## src/rtl/puf_verifier.sv

```systemverilog
// puf_verifier: challenge-response initiator for a ring-oscillator PUF.
// It issues NUM_CHAL LFSR-derived challenges per run and waits for each PUF
// evaluation. An enroll run stores the masked responses. A verify run
// compares fresh responses against the stored set, accumulates a saturating
// Hamming distance, and reports PASS when that distance is within THRESH.
//
// Ports:
//   i_clk           clock
//   i_rst_n         asynchronous active-low reset
//   i_start         one-cycle run request, sampled only in IDLE
//   i_enroll        mode sampled with i_start (1 = enroll, 0 = verify)
//   o_puf_challenge challenge to the PUF; the parity of successive values always alternates
//   i_puf_response  PUF response, bit 0 ignored through RESP_MASK
//   i_puf_done      PUF idle/complete (high when idle)
//   o_busy          run in progress (high exactly in non-IDLE states)
//   o_pass/o_fail/o_err  sticky, mutually exclusive result flags
//   o_enrolled      a valid enrollment is stored
//   o_hd            accumulated masked Hamming distance
module puf_verifier #(
  parameter int unsigned NUM_CHAL  = 4,
  parameter int unsigned THRESH    = 2,
  parameter logic [6:0]  SEED      = 7'h5A,
  parameter logic [7:0]  RESP_MASK = 8'hFE,
  parameter int unsigned ACK_WAIT  = 8,
  parameter int unsigned TIMEOUT   = 1_000_000,
  parameter int unsigned HD_W      = $clog2(NUM_CHAL * 8 + 1)
) (
  input  logic            i_clk,
  input  logic            i_rst_n,
  input  logic            i_start,
  input  logic            i_enroll,
  output logic [7:0]      o_puf_challenge,
  input  logic [7:0]      i_puf_response,
  input  logic            i_puf_done,
  output logic            o_busy,
  output logic            o_pass,
  output logic            o_fail,
  output logic            o_err,
  output logic            o_enrolled,
  output logic [HD_W-1:0] o_hd
);

  localparam int unsigned IDX_W   = (NUM_CHAL > 1) ? $clog2(NUM_CHAL) : 1;
  localparam int unsigned CNT_MAX = (TIMEOUT > ACK_WAIT) ? TIMEOUT : ACK_WAIT;
  localparam int unsigned CNT_W   = $clog2(CNT_MAX + 1);

  typedef enum logic [2:0] {
    StIdle,
    StIssue,
    StWaitLow,
    StWaitHigh,
    StCapture,
    StNext,
    StReport
  } state_e;

  state_e          r_state;
  logic [6:0]      r_lfsr;
  logic [IDX_W-1:0] r_idx;
  logic [CNT_W-1:0] r_cnt;
  logic [7:0]      r_resp;
  logic            r_mode;      // 1 = enroll run
  logic            r_err_pend;  // run is heading to REPORT with an error
  logic [7:0]      r_chal;
  logic            r_busy;
  logic            r_pass;
  logic            r_fail;
  logic            r_err;
  logic            r_enrolled;
  logic [HD_W-1:0] r_hd;

  // Not reset: contents are only meaningful while r_enrolled is set.
  logic [7:0]      r_mem [NUM_CHAL];

  logic            w_par;
  logic [6:0]      w_lfsr_next;
  logic [3:0]      w_pop;
  logic [HD_W:0]   w_hd_sum;
  logic [HD_W-1:0] w_hd_next;

  function automatic logic [3:0] popcnt8(input logic [7:0] v);
    logic [3:0] c;
    c = '0;
    for (int i = 0; i < 8; i++) begin
      c = c + {3'b000, v[i]};
    end
    return c;
  endfunction

  // Choose the top bit so the new challenge's parity is the inverse of the previous one.
  assign w_par       = ~(^r_chal) ^ (^r_lfsr);
  assign w_lfsr_next = {r_lfsr[5:0], r_lfsr[6] ^ r_lfsr[5]};
  assign w_pop       = popcnt8(r_resp ^ r_mem[r_idx]);
  assign w_hd_sum    = {1'b0, r_hd} + (HD_W + 1)'(w_pop);
  assign w_hd_next   = w_hd_sum[HD_W] ? '1 : w_hd_sum[HD_W-1:0];

  always_ff @(posedge i_clk or negedge i_rst_n) begin
    if (!i_rst_n) begin
      r_state    <= StIdle;
      r_lfsr     <= SEED;
      r_idx      <= '0;
      r_cnt      <= '0;
      r_resp     <= '0;
      r_mode     <= 1'b0;
      r_err_pend <= 1'b0;
      r_chal     <= 8'h00;
      r_busy     <= 1'b0;
      r_pass     <= 1'b0;
      r_fail     <= 1'b0;
      r_err      <= 1'b0;
      r_enrolled <= 1'b0;
      r_hd       <= '0;
    end else begin
      unique case (r_state)
        StIdle: begin
          if (i_start) begin
            r_busy <= 1'b1;
            r_pass <= 1'b0;
            r_fail <= 1'b0;
            r_err  <= 1'b0;
            r_mode <= i_enroll;
            if (!i_enroll && !r_enrolled) begin
              r_err_pend <= 1'b1;
              r_state    <= StReport;
            end else begin
              r_err_pend <= 1'b0;
              r_hd       <= '0;
              r_lfsr     <= SEED;
              r_idx      <= '0;
              r_state    <= StIssue;
            end
          end
        end
        StIssue: begin
          r_chal  <= {w_par, r_lfsr};
          r_cnt   <= '0;
          r_state <= StWaitLow;
        end
        StWaitLow: begin
          if (!i_puf_done) begin
            r_cnt   <= '0;
            r_state <= StWaitHigh;
          end else if (r_cnt == CNT_W'(ACK_WAIT - 2)) begin
            // Error flag lands ACK_WAIT edges after the challenge changed.
            r_err_pend <= 1'b1;
            r_state    <= StReport;
          end else begin
            r_cnt <= r_cnt + CNT_W'(1);
          end
        end
        StWaitHigh: begin
          // DONE is checked first so a rise coinciding with expiry still wins.
          if (i_puf_done) begin
            r_resp  <= i_puf_response & RESP_MASK;
            r_state <= StCapture;
          end else if (r_cnt == CNT_W'(TIMEOUT - 2)) begin
            r_err_pend <= 1'b1;
            r_state    <= StReport;
          end else begin
            r_cnt <= r_cnt + CNT_W'(1);
          end
        end
        StCapture: begin
          if (!r_mode) begin
            r_hd <= w_hd_next;
          end
          r_state <= StNext;
        end
        StNext: begin
          if (r_idx == IDX_W'(NUM_CHAL - 1)) begin
            r_state <= StReport;
          end else begin
            r_idx   <= r_idx + IDX_W'(1);
            r_lfsr  <= w_lfsr_next;
            r_state <= StIssue;
          end
        end
        StReport: begin
          r_busy  <= 1'b0;
          r_state <= StIdle;
          if (r_err_pend) begin
            r_err <= 1'b1;
            if (r_mode) begin
              r_enrolled <= 1'b0;
            end
          end else if (r_mode) begin
            r_enrolled <= 1'b1;
            r_pass     <= 1'b1;
          end else if (r_hd <= HD_W'(THRESH)) begin
            r_pass <= 1'b1;
          end else begin
            r_fail <= 1'b1;
          end
        end
        default: r_state <= StIdle;
      endcase
    end
  end

  // Enrollment storage; verify runs never write it.
  always_ff @(posedge i_clk) begin
    if (r_state == StCapture && r_mode) begin
      r_mem[r_idx] <= r_resp;
    end
  end

  assign o_puf_challenge = r_chal;
  assign o_busy          = r_busy;
  assign o_pass          = r_pass;
  assign o_fail          = r_fail;
  assign o_err           = r_err;
  assign o_enrolled      = r_enrolled;
  assign o_hd            = r_hd;

endmodule

```

## config.mk

```make
export PLATFORM = sky130hd
export DESIGN_NAME = puf_verifier
export DESIGN_NICKNAME = d
export VERILOG_FILES = /design/src/rtl/puf_verifier.sv
export SDC_FILE = /design/constraint.sdc
export NUM_CORES = 1
export LEC_CHECK = 0
export ABC_AREA = 1
export CORE_MARGIN = 1.5
export CORE_UTILIZATION = 28
export CTS_CLUSTER_SIZE = 24
export DETAILED_ROUTE_END_ITERATION = 8
export GPL_TIMING_DRIVEN = 0
export PLACE_DENSITY_LB_ADDON = 0.2
export SYNTH_ARGS = -nofsm -noshare
export SYNTH_HDL_FRONTEND = slang
export SYNTH_SLANG_ARGS = --single-unit
```

## constraint.sdc

```tcl
create_clock -name i_clk -period 10.6 [get_ports i_clk]
set_input_delay 2.12 -clock i_clk [delete_from_list [all_inputs] [get_ports i_clk]]
set_output_delay 2.12 -clock i_clk [all_outputs]
set_load 0.005 [all_outputs]
```

==> impl_metrics.json, run 1 <==
{
  "wl_um": 12800,
  "peakVddDrop_v": 0.000162,
  "die_x_um": 137,
  "grt_pass1_vias": 4139,
  "grt_use_met3_pct": 3.00,
  "placed_cell_area_mm2": 0.00560,
  "async_flop_share_pct": 68.2,
  "fp-row-count": 48,
  "final_area_mm2": 0.00588,
  "hold_path.class": "flop to flop",
  "cts_tree": "built",
  "core_area_mm2": 0.0174,
  "ys_ff_latch": 88,
  "drt-wirelength-per-cell_um": 14.6,
  "clock_skew_ns": 0.00885,
  "initial_core_util_pct": 28.9,
  "setup_viol": 0,
  "cpMostUsedCell": "inv_1",
  "yosysSeqAreaShare_pct": 46.7,
  "grt_use_met2_pct": 24.0,
  "min_period_over_period_pct": 47.6,
  "first_pass_iters": 5,
  "ys.warnings.count": 0,
  "vias_per_cell": 4.71,
  "grt_max_degree": 61,
  "drive_gt1_share_pct": 7.82,
  "max_freq_ghz": 0.198,
  "critical_path_required_ns": 10.88,
  "hpwl_um": 9360,
  "fin_tns_setup_ns": 0,
  "period_needed_ns": 5.04,
  "rsz0062_at_grt": "no",
  "root_buffer": "clkbuf_16",
  "htree_levels": 3,
  "clk-insertion-delay-late_ns": 0.35,
  "crit_fanout": 11,
  "place_inst": 861,
  "boundaryPins": 32,
  "synth_ff_type": "dfrtp_1",
  "p_leak_uw": 0.00251,
  "synthAdderAreaFrac_pct": 4.83,
  "synth_top_family_by_area": "simple AND/OR/NAND/NOR gates",
  "fin_util_pct": 33.8,
  "seqPwrFrac_pct": 28.5,
  "gp_congestion": 0.915,
  "synth_cell_types": 39,
  "clk_path_buf_depth": 2,
  "status": "complete, no violations",
  "synth-xor-area-share_pct": 3.83,
  "hold_viol": 0,
  "grt_usage_pct": 15.0,
  "cts.sinks": 88,
  "critPathLaunchType": "flop",
  "synth_mux_area_share_pct": 1.57,
  "ant_nets": 0,
  "layout.nets": 677,
  "netSwitchingPower_uw": 826,
  "die-area_mm2": 0.0188,
  "drc": 0,
  "power_frac_clock_pct": 16.5,
  "path_buf_inv": 7,
  "antenna_found_initial": 0,
  "hold_buffers": 0,
  "synth_compound_area_share_pct": 10.7,
  "synth_simple_gate_area_share_pct": 25.7,
  "cts_buffers": 9,
  "worst_slew_pin_slew_ns": 0.815,
  "crit_arrival_ns": 5.32,
  "slew_violations": 0,
  "synth_edf_count": 28,
  "post-cts-setup-buffers": 0,
  "grt_pass1_wl_um": 21600,
  "max_cap_violations": 0,
  "use_met1_pct": 20.3,
  "area_growth_pct": 16.9,
  "synth_nets": 637,
  "critical_path_class": "flop to flop",
  "crit_family": "adder cells",
  "netlist_area_mm2": 0.00503,
  "avgSynthCellArea_um2": 8.29,
  "worst_path_max_delay_cell": "fa_1",
  "num-fill-cells": 1835,
  "pwr-share-comb_pct": 55.0,
  "p_sw_share_pct": 44.8,
  "antenna_cells": 0,
  "cts_resized": 0,
  "slew_headroom_pct": 45.7,
  "grt_overflow_total": 0,
  "max_stage_delay_ns": 0.55,
  "crit_path_end_kind": "flop",
  "path_clk_slew_ns": 0.07,
  "busiest_layer": "met2",
  "multi_input_area_mm2": 0.00235,
  "die_y_um": 137,
  "power.density_mw_per_mm2": 314,
  "netlist_instances": 607,
  "p_int_uw": 1020,
  "seqCellArea_mm2": 0.00235,
  "finalNonFillerCells": 877,
  "drtIter0Drc": 339,
  "crit_chain": "inv_1 > clkbuf_1 > nor2_1 > o22ai_1 > xor2_1 > fa_1 > fa_1 > inv_1 > fa_1 > inv_1 > ha_1 > inv_1 > fa_1 > inv_1 > a21oi_1 > o21ai_0 > inv_1 > nor2_1 > a21oi_1 > o21ai_1",
  "routed-via-count": 4134,
  "port_buffers": 29
}
-- per-stage QoR --
| step | hold slack [ns] | setup WS [ns] | total power [uW] |
|---|---|---|---|
| floorplan | 0.458 | 6.43 | 1220 |
| global placement | 0.482 | 5.21 | 1510 |
| detailed placement | 0.473 | 5.55 | 1550 |
| CTS | 0.499 | 5.51 | 1870 |
| global route | 0.531 | 5.06 | 2050 |
| finish | 0.498 | 5.56 | 1850 |
-- synthesized netlist by cell type (7+ instances only) --
library cell | n | area, um^2
nor3_1 | 7 | 35.0
o22ai_1 | 10 | 62.6
xnor2_1 | 10 | 87.6
dfrtp_1 | 56 | 1400
nand2_1 | 161 | 604
edfxtp_1 | 28 | 841
inv_1 | 64 | 240
xor2_1 | 12 | 105
ha_1 | 13 | 163
mux2_2 | 7 | 78.8
nor2_1 | 63 | 236
nand4_1 | 13 | 81.3
nand3_1 | 39 | 195
o21ai_0 | 58 | 290
-- layout by cell type, fill, tap and decap left out, drive strengths merged --
cell             n
o22ai           10
nand4           13
or2              3
and2             2
clkbuf          14
xor2            12
a22oi            4
dfstp            4
edfxtp          28
a21oi            7
ha              13
fa               4
nand3           40
o211ai           2
o21ai           62
dfrtp           56
nor2            69
clkdlybuf4s50   28
nand2          163
clkinvlp         2
clkinv           2
o2111ai          5
o31ai            1
nor4             1
mux2             7
buf              8
inv             70
nor3             8
xnor2           10
a211oi           4
-- flip-flops by register name, indices dropped and copies added (netlist names) --
signal	cells
r_mem	28
r_cnt	20
o_puf_challenge	8
r_lfsr	7
r_resp	7
o_hd	6
r_state	3
r_idx	2
o_busy	1
o_enrolled	1
o_err	1
o_fail	1
o_pass	1
r_err_pend	1
r_mode	1
-- power groups by stage --
| stage | registers, uW | logic (uW) | clock network [uW] |
|---|---|---|---|
| after floorplan | 511 | 707 | 0 |
| after global placement | 528 | 984 | 0 |
| after detailed placement | 535 | 1020 | 0 |
| after CTS | 528 | 1030 | 317 |
| after global routing | 541 | 1180 | 328 |
| final | 526 | 1010 | 305 |
-- metal layers --
layer / wire (um) / up-vias
met5: 0 / -
met1: 6300 / 1949
li1: - / 2097
met4: 224 / 0
met3: 399 / 15
met2: 5890 / 73
-- path summary, 6_finish.rpt --
kind	to	slack [ns]	from	cells after the start
setup / recovery	o_hd[2]	5.56	r_idx[0]	20
hold / removal	o_pass	0.50	o_pass	2
setup reg to reg	o_hd[2]	5.56	r_idx[0]	20
hold reg to reg	o_pass	0.50	o_pass	2
max in group asynchronous	o_puf_challenge[3]	8.20	i_rst_n	1
min in group asynchronous	o_fail	1.87	i_rst_n	1
-- cell families after synthesis --
family / Yosys count
simple gates: 299
flops: 88
buf+inv: 79
xor+xnor: 22
fa+ha+maj: 17
compound gates: 95
mux: 7
-- cell type report --
cell class / count / area share (%)
Tap cell: 225 / 4.79
Multi-Input combinational cell: 440 / 39.9
Buffer: 11 / 1.36
Clock buffer: 10 / 3.89
Sequential cell: 88 / 39.9
Inverter: 68 / 4.34
Clock inverter: 6 / 0.894
Timing Repair Buffer: 29 / 4.89
-- worst reg2reg max path, cell delays in order, from the launching register on --
cell	delay (ns)
dfrtp_1	0.47
inv_1	0.24
clkbuf_1	0.45
nor2_1	0.08
o22ai_1	0.21
xor2_1	0.19
fa_1	0.48
fa_1	0.55
inv_1	0.05
fa_1	0.50
inv_1	0.09
ha_1	0.19
inv_1	0.06
fa_1	0.36
inv_1	0.09
a21oi_1	0.07
o21ai_0	0.30
inv_1	0.11
nor2_1	0.28
a21oi_1	0.08
o21ai_1	0.13
No activity file was read; power rests on OpenSTA's default activity.
==> run 2, diff against run 1 <==
clock period = 5.05 ns   (was 10.6 ns; I/O delays follow)
==> impl_metrics.json, run 2 (synthesized netlist as in run 1, its figures left out) <==
{
  "hold_path.class": "flop to flop",
  "largest_register_ffs": 28,
  "p_leak_uw": 0.00252,
  "period_needed_ns": 4.57,
  "cts_buffers": 9,
  "port_buffers": 29,
  "fp-row-count": 48,
  "num-fill-cells": 1834,
  "post-cts-setup-buffers": 0,
  "grt_overflow_total": 0,
  "setup_viol": 0,
  "path_buf_inv": 7,
  "gp_congestion": 0.915,
  "critical_path_class": "flop to flop",
  "cpMostUsedCell": "inv_1",
  "clock_skew_ns": 0.00808,
  "ant_nets": 0,
  "hold_depth": 2,
  "rr_endpoint": "o_hd[2]",
  "routed-via-count": 4152,
  "rsz0062_at_grt": "no",
  "crit_fanout": 11,
  "final_common_cell": "nand2_1",
  "grt_max_degree": 61,
  "hold_end": "o_pass",
  "vias_per_cell": 4.73,
  "placed_cell_area_mm2": 0.00560,
  "max_stage_delay_ns": 0.55,
  "final_cell_mix": "nand2_1 (161), inv_1 (63), nor2_1 (62)",
  "grt_pass1_vias": 4139,
  "cts.sinks": 88,
  "fin_util_pct": 33.8,
  "clk-insertion-delay-late_ns": 0.35,
  "htree_levels": 3,
  "root_buffer": "clkbuf_16",
  "drc": 0,
  "reg2reg_from": "r_idx[0]",
  "boundaryPins": 32,
  "r2r.worst_path.cells": 20,
  "grt_usage_pct": 15.0,
  "final_area_mm2": 0.00589,
  "drtIter0Drc": 273,
  "slew_violations": 0,
  "worst_path_max_delay_cell": "fa_1",
  "die_y_um": 137,
  "antenna_found_initial": 0,
  "seqCellArea_mm2": 0.00235,
  "layout.nets": 677,
  "cts_tree": "built",
  "hpwl_um": 9360,
  "initial_core_util_pct": 28.9,
  "area_growth_pct": 17.0,
  "hold_viol": 0,
  "crit_chain": "inv_2 > buf_2 > nor2_1 > o22ai_1 > xor2_1 > fa_1 > fa_1 > inv_1 > fa_1 > inv_1 > ha_1 > inv_1 > fa_1 > inv_1 > a21oi_1 > o21ai_1 > inv_1 > nor2_2 > a21oi_1 > o21ai_1",
  "wl_um": 12800,
  "drive_gt1_share_pct": 8.44,
  "crit_path_end_kind": "flop",
  "cp_num_cells": 20,
  "die-area_mm2": 0.0188,
  "path_clk_slew_ns": 0.07,
  "max_cap_violations": 0,
  "multi_input_area_mm2": 0.00235,
  "critPathLaunchType": "flop",
  "die_x_um": 137,
  "peakVddDrop_v": 0.000330,
  "max_freq_ghz": 0.219,
  "worst_slew_pin_slew_ns": 0.814,
  "first_pass_iters": 5,
  "crit_arrival_ns": 4.85,
  "drt-wirelength-per-cell_um": 14.6,
  "clk_path_buf_depth": 2,
  "status": "complete, no violations",
  "grt_pass1_wl_um": 21600,
  "slew_headroom_pct": 45.7,
  "power.density_mw_per_mm2": 659,
  "min_period_over_period_pct": 90.5,
  "crit_family": "adder cells",
  "critical_path_required_ns": 5.33,
  "antenna_cells": 0,
  "min-delay-start": "o_pass",
  "r2r_setup_slack_ns": 0.48,
  "regMostFlops": "r_mem",
  "core_area_mm2": 0.0174
}
==> run 2: final cells by class <==
type,instances,share of cell area [%]
multi-input combinational,440,39.9
sequential,88,39.9
timing repair buffer,29,4.89
tap,225,4.78
inverter,68,4.34
clock buffer,10,3.89
buffer,11,1.40
clock inverter,6,0.893
==> run 2: worst max-delay path by stage <==
stage	from	end	slack (ns)
2_1_floorplan	r_idx[0]	o_hd[2]	0.88
3_3_place_gp	r_idx[0]	o_hd[2]	0.12
3_5_place_dp	r_idx[0]	o_hd[2]	-0.004
4_1_cts	r_idx[0]	o_hd[2]	0.09
5_1_grt	r_idx[0]	o_hd[3]	0.05
6_report	r_idx[0]	o_hd[2]	0.48
==> run 2: power by group <==
group	total (uW)	switching (uW)	leakage, uW	internal [uW]
sequential	1100	175	0.00103	930
clock	642	301	0.000131	341
combinational	2130	1260	0.00136	871
total	3880	1740	0.00252	2140
==> run 2: stage by stage <==
step	cells	hold WS, ns	power [uW]	setup WS (ns)	TNS [ns]
global placement	861	0.482	3170	0.122	0
global route	877	0.531	4310	0.0458	0
finish	877	0.497	3880	0.479	0
detailed placement	861	0.473	3260	-0.00404	-0.00450
CTS	877	0.499	3930	0.0903	0
floorplan	607	0.458	2560	0.876	0
==> run 2: repair_timing <==
item                       in CTS  in global routing
gates cloned                    0                  0
pin swaps                       0                  0
hold buffers                    0                  0
setup endpoints to repair       4                  6
gates resized for setup         1                  6
==> run 2: worst register-to-register path: stages, from the launching register on <==
cell	delay, ns
dfrtp_1	0.48
inv_2	0.17
buf_2	0.26
nor2_1	0.07
o22ai_1	0.20
xor2_1	0.19
fa_1	0.48
fa_1	0.55
inv_1	0.05
fa_1	0.49
inv_1	0.08
ha_1	0.19
inv_1	0.06
fa_1	0.36
inv_1	0.09
a21oi_1	0.07
o21ai_1	0.21
inv_1	0.11
nor2_2	0.19
a21oi_1	0.07
o21ai_1	0.12
==> run 2: metal layers <==
layer / wire (um) / part of all wire [%] / vias up / global-route usage (%)
met3: 462 / 3.6 / 15 / 3.00
met4: 229 / 1.8 / 0 / 5.03
met2: 5850 / 46 / 79 / 24.0
met5: 0 / 0 / - / 0
met1: 6220 / 49 / 1960 / 20.3
li1: - / - / 2098 / -
==> patch (flow settings as in run 2) <==
Register the output `o_hd` once more, with the module's reset; this adds one clock of latency there. The other outputs are not delayed to match.
--- a/src/rtl/puf_verifier.sv
+++ b/src/rtl/puf_verifier.sv
@@ -212,3 +212,9 @@
   assign o_enrolled      = r_enrolled;
-  assign o_hd            = r_hd;
+  always_ff @(posedge i_clk or negedge i_rst_n) begin
+    if (!i_rst_n) begin
+      o_hd <= '0;
+    end else begin
+      o_hd <= r_hd;
+    end
+  end
 
Behaviour: same outputs for any inputs over 10 cycles, from zero or initial values and one cycle with i_rst_n low; that may be too few to reach the edited logic, so the function may still have changed.
==> patch against run 2 <==
The flow now finishes with violations (design-rule violations). Synthesized cell count grew 0.33%. Routed wire length shrank 0.33%. Combinational power fell by 8%. Count of clock-buffer cells in the layout grew 1. Area after synthesis grew 3.7%. Worst setup slack worse by 0.085 ns. Utilization barely moved. Non-clock buffer count up 1. Clock skew up 0.0027 ns. Sequential cell count increased by 6. Die area rose by 3.6%. Via count up 0.12%. Power down 2.6%. Cell area up 3.8%. Largest power group unchanged. Highest routed layer unchanged.
==> patch: results (changes against run 2) <==
[outcome]
status = finished with violations  ; was finished clean
violations = design-rule violations

[detailed_routing]
drc = 2  ; was 0
wl_per_cell_um = 14.4  ; was 14.6 um
drt_iter0_drc = 219  ; was 273

[power]
irDropWorstVdd_mv = 0.312  ; was 0.330 mV
comb_power_share_pct = 52.2  ; was 55.0%
p_leak_nw = 2.67  ; was 2.52 nW
netSwitchingFraction_pct = 43.0  ; was 44.8%
sequentialPowerShare_pct = 30.4  ; was 28.5%

[placed_design]
place_area_mm2 = 0.00582  ; was 0.00560 mm^2

[worst_setup_path]
r2r_end = r_hd[2]$_DFFE_PN0P_  ; was o_hd[2]$_DFFE_PN0P_
reg2regPathDepth = 18  ; was 20
crit_arrival_ns = 4.93  ; was 4.85 ns
reg2reg_setup_slack_ns = 0.39  ; was 0.48 ns

[global_routing]
grt_pass1_vias = 4291  ; was 4139
grt_pass1_wl_mm = 21.6  ; about the same
grt_max_degree = 57  ; was 61

[logic_synthesis]
synth_common_cells = nand2_1 (155), nor2_1 (66), dfrtp_1 (62)  ; was nand2_1 (161), inv_1 (64), nor2_1 (63)
synth_area_leaders = dfrtp_1 (30%), edfxtp_1 (16%), nand2_1 (11%), nor2_1 (4.7%), nand3_1 (4.5%)  ; was dfrtp_1 (28%), edfxtp_1 (17%), nand2_1 (12%), o21ai_0 (5.8%), inv_1 (4.8%)
synth_cell_types = 45  ; was 39
post_synth.cell_area_avg_um2 = 8.57  ; was 8.29 um^2
syn_nets = 639  ; was 637
yosysSeqAreaShare_pct = 47.9  ; was 46.7%
synthArstFlopShare_pct = 70.2  ; was 68.2%

[min_path]
min-delay-start = r_hd[3]$_DFFE_PN0P_  ; was o_pass$_DFFE_PN0P_
hold_end = o_hd[3]$_DFF_PN0_  ; was o_pass$_DFFE_PN0P_

[sta]
whs_ns = 0.441  ; was 0.497 ns
fin_worst_skew_ns = 0.0108  ; was 0.00808 ns

[layout]
drive_above_1_share_pct = 9.01  ; was 8.44%

patch: logic make-up (layout without fill, tap and decap cells):
kind of cell,count (synthesis),after routing,share of synthesized area (%)
compound gates,89,89,10.2
flops,94,94,47.9
xor+xnor,25,25,4.20
fa+ha+maj,17,17,4.65
simple gates,309,309,26.5
buf+inv,75,121,6.57
patch: per-stage QoR:
step	worst slack (ns)	total power [W]
floorplan	0.761	0.00261
global placement	-0.0382	0.00313
detailed placement	0.0307	0.00318
CTS	0.173	0.00387
global route	0.0296	0.00419
finish	0.395	0.00378
patch: worst reg2reg max path: stages, from the launching register on:
cell and delay [ns]:
dfrtp_1 0.48, inv_1 0.24, clkbuf_2 0.31, nor2_1 0.07, o22ai_1 0.20, xor2_1 0.19, fa_1 0.47, fa_1 0.55
inv_1 0.06, fa_1 0.47, inv_1 0.07, ha_1 0.16, inv_1 0.05, fa_1 0.39, o21ai_0 0.21, a21oi_1 0.16
nor3_2 0.28, nor2_1 0.07, o21ai_0 0.15
patch: cell type report:
cell class | count | area [um^2]
clock inverters | 5 | 42.5
inverters | 64 | 259
fillers | 1864 | 12000
multi-input cells | 440 | 2380
clock buffers | 11 | 243
plain buffers | 11 | 85.1
repair buffers | 30 | 315
well taps | 229 | 287
flip-flops and latches | 94 | 2500
patch: layer usage:
| layer | part of all wire (%) | GRT usage, % |
|---|---|---|
| met1 | 47 | 18.0 |
| met2 | 49 | 23.2 |
| met3 | 3.3 | 3.75 |
| met4 | 1.1 | 4.20 |
| met5 | 0 | 0 |
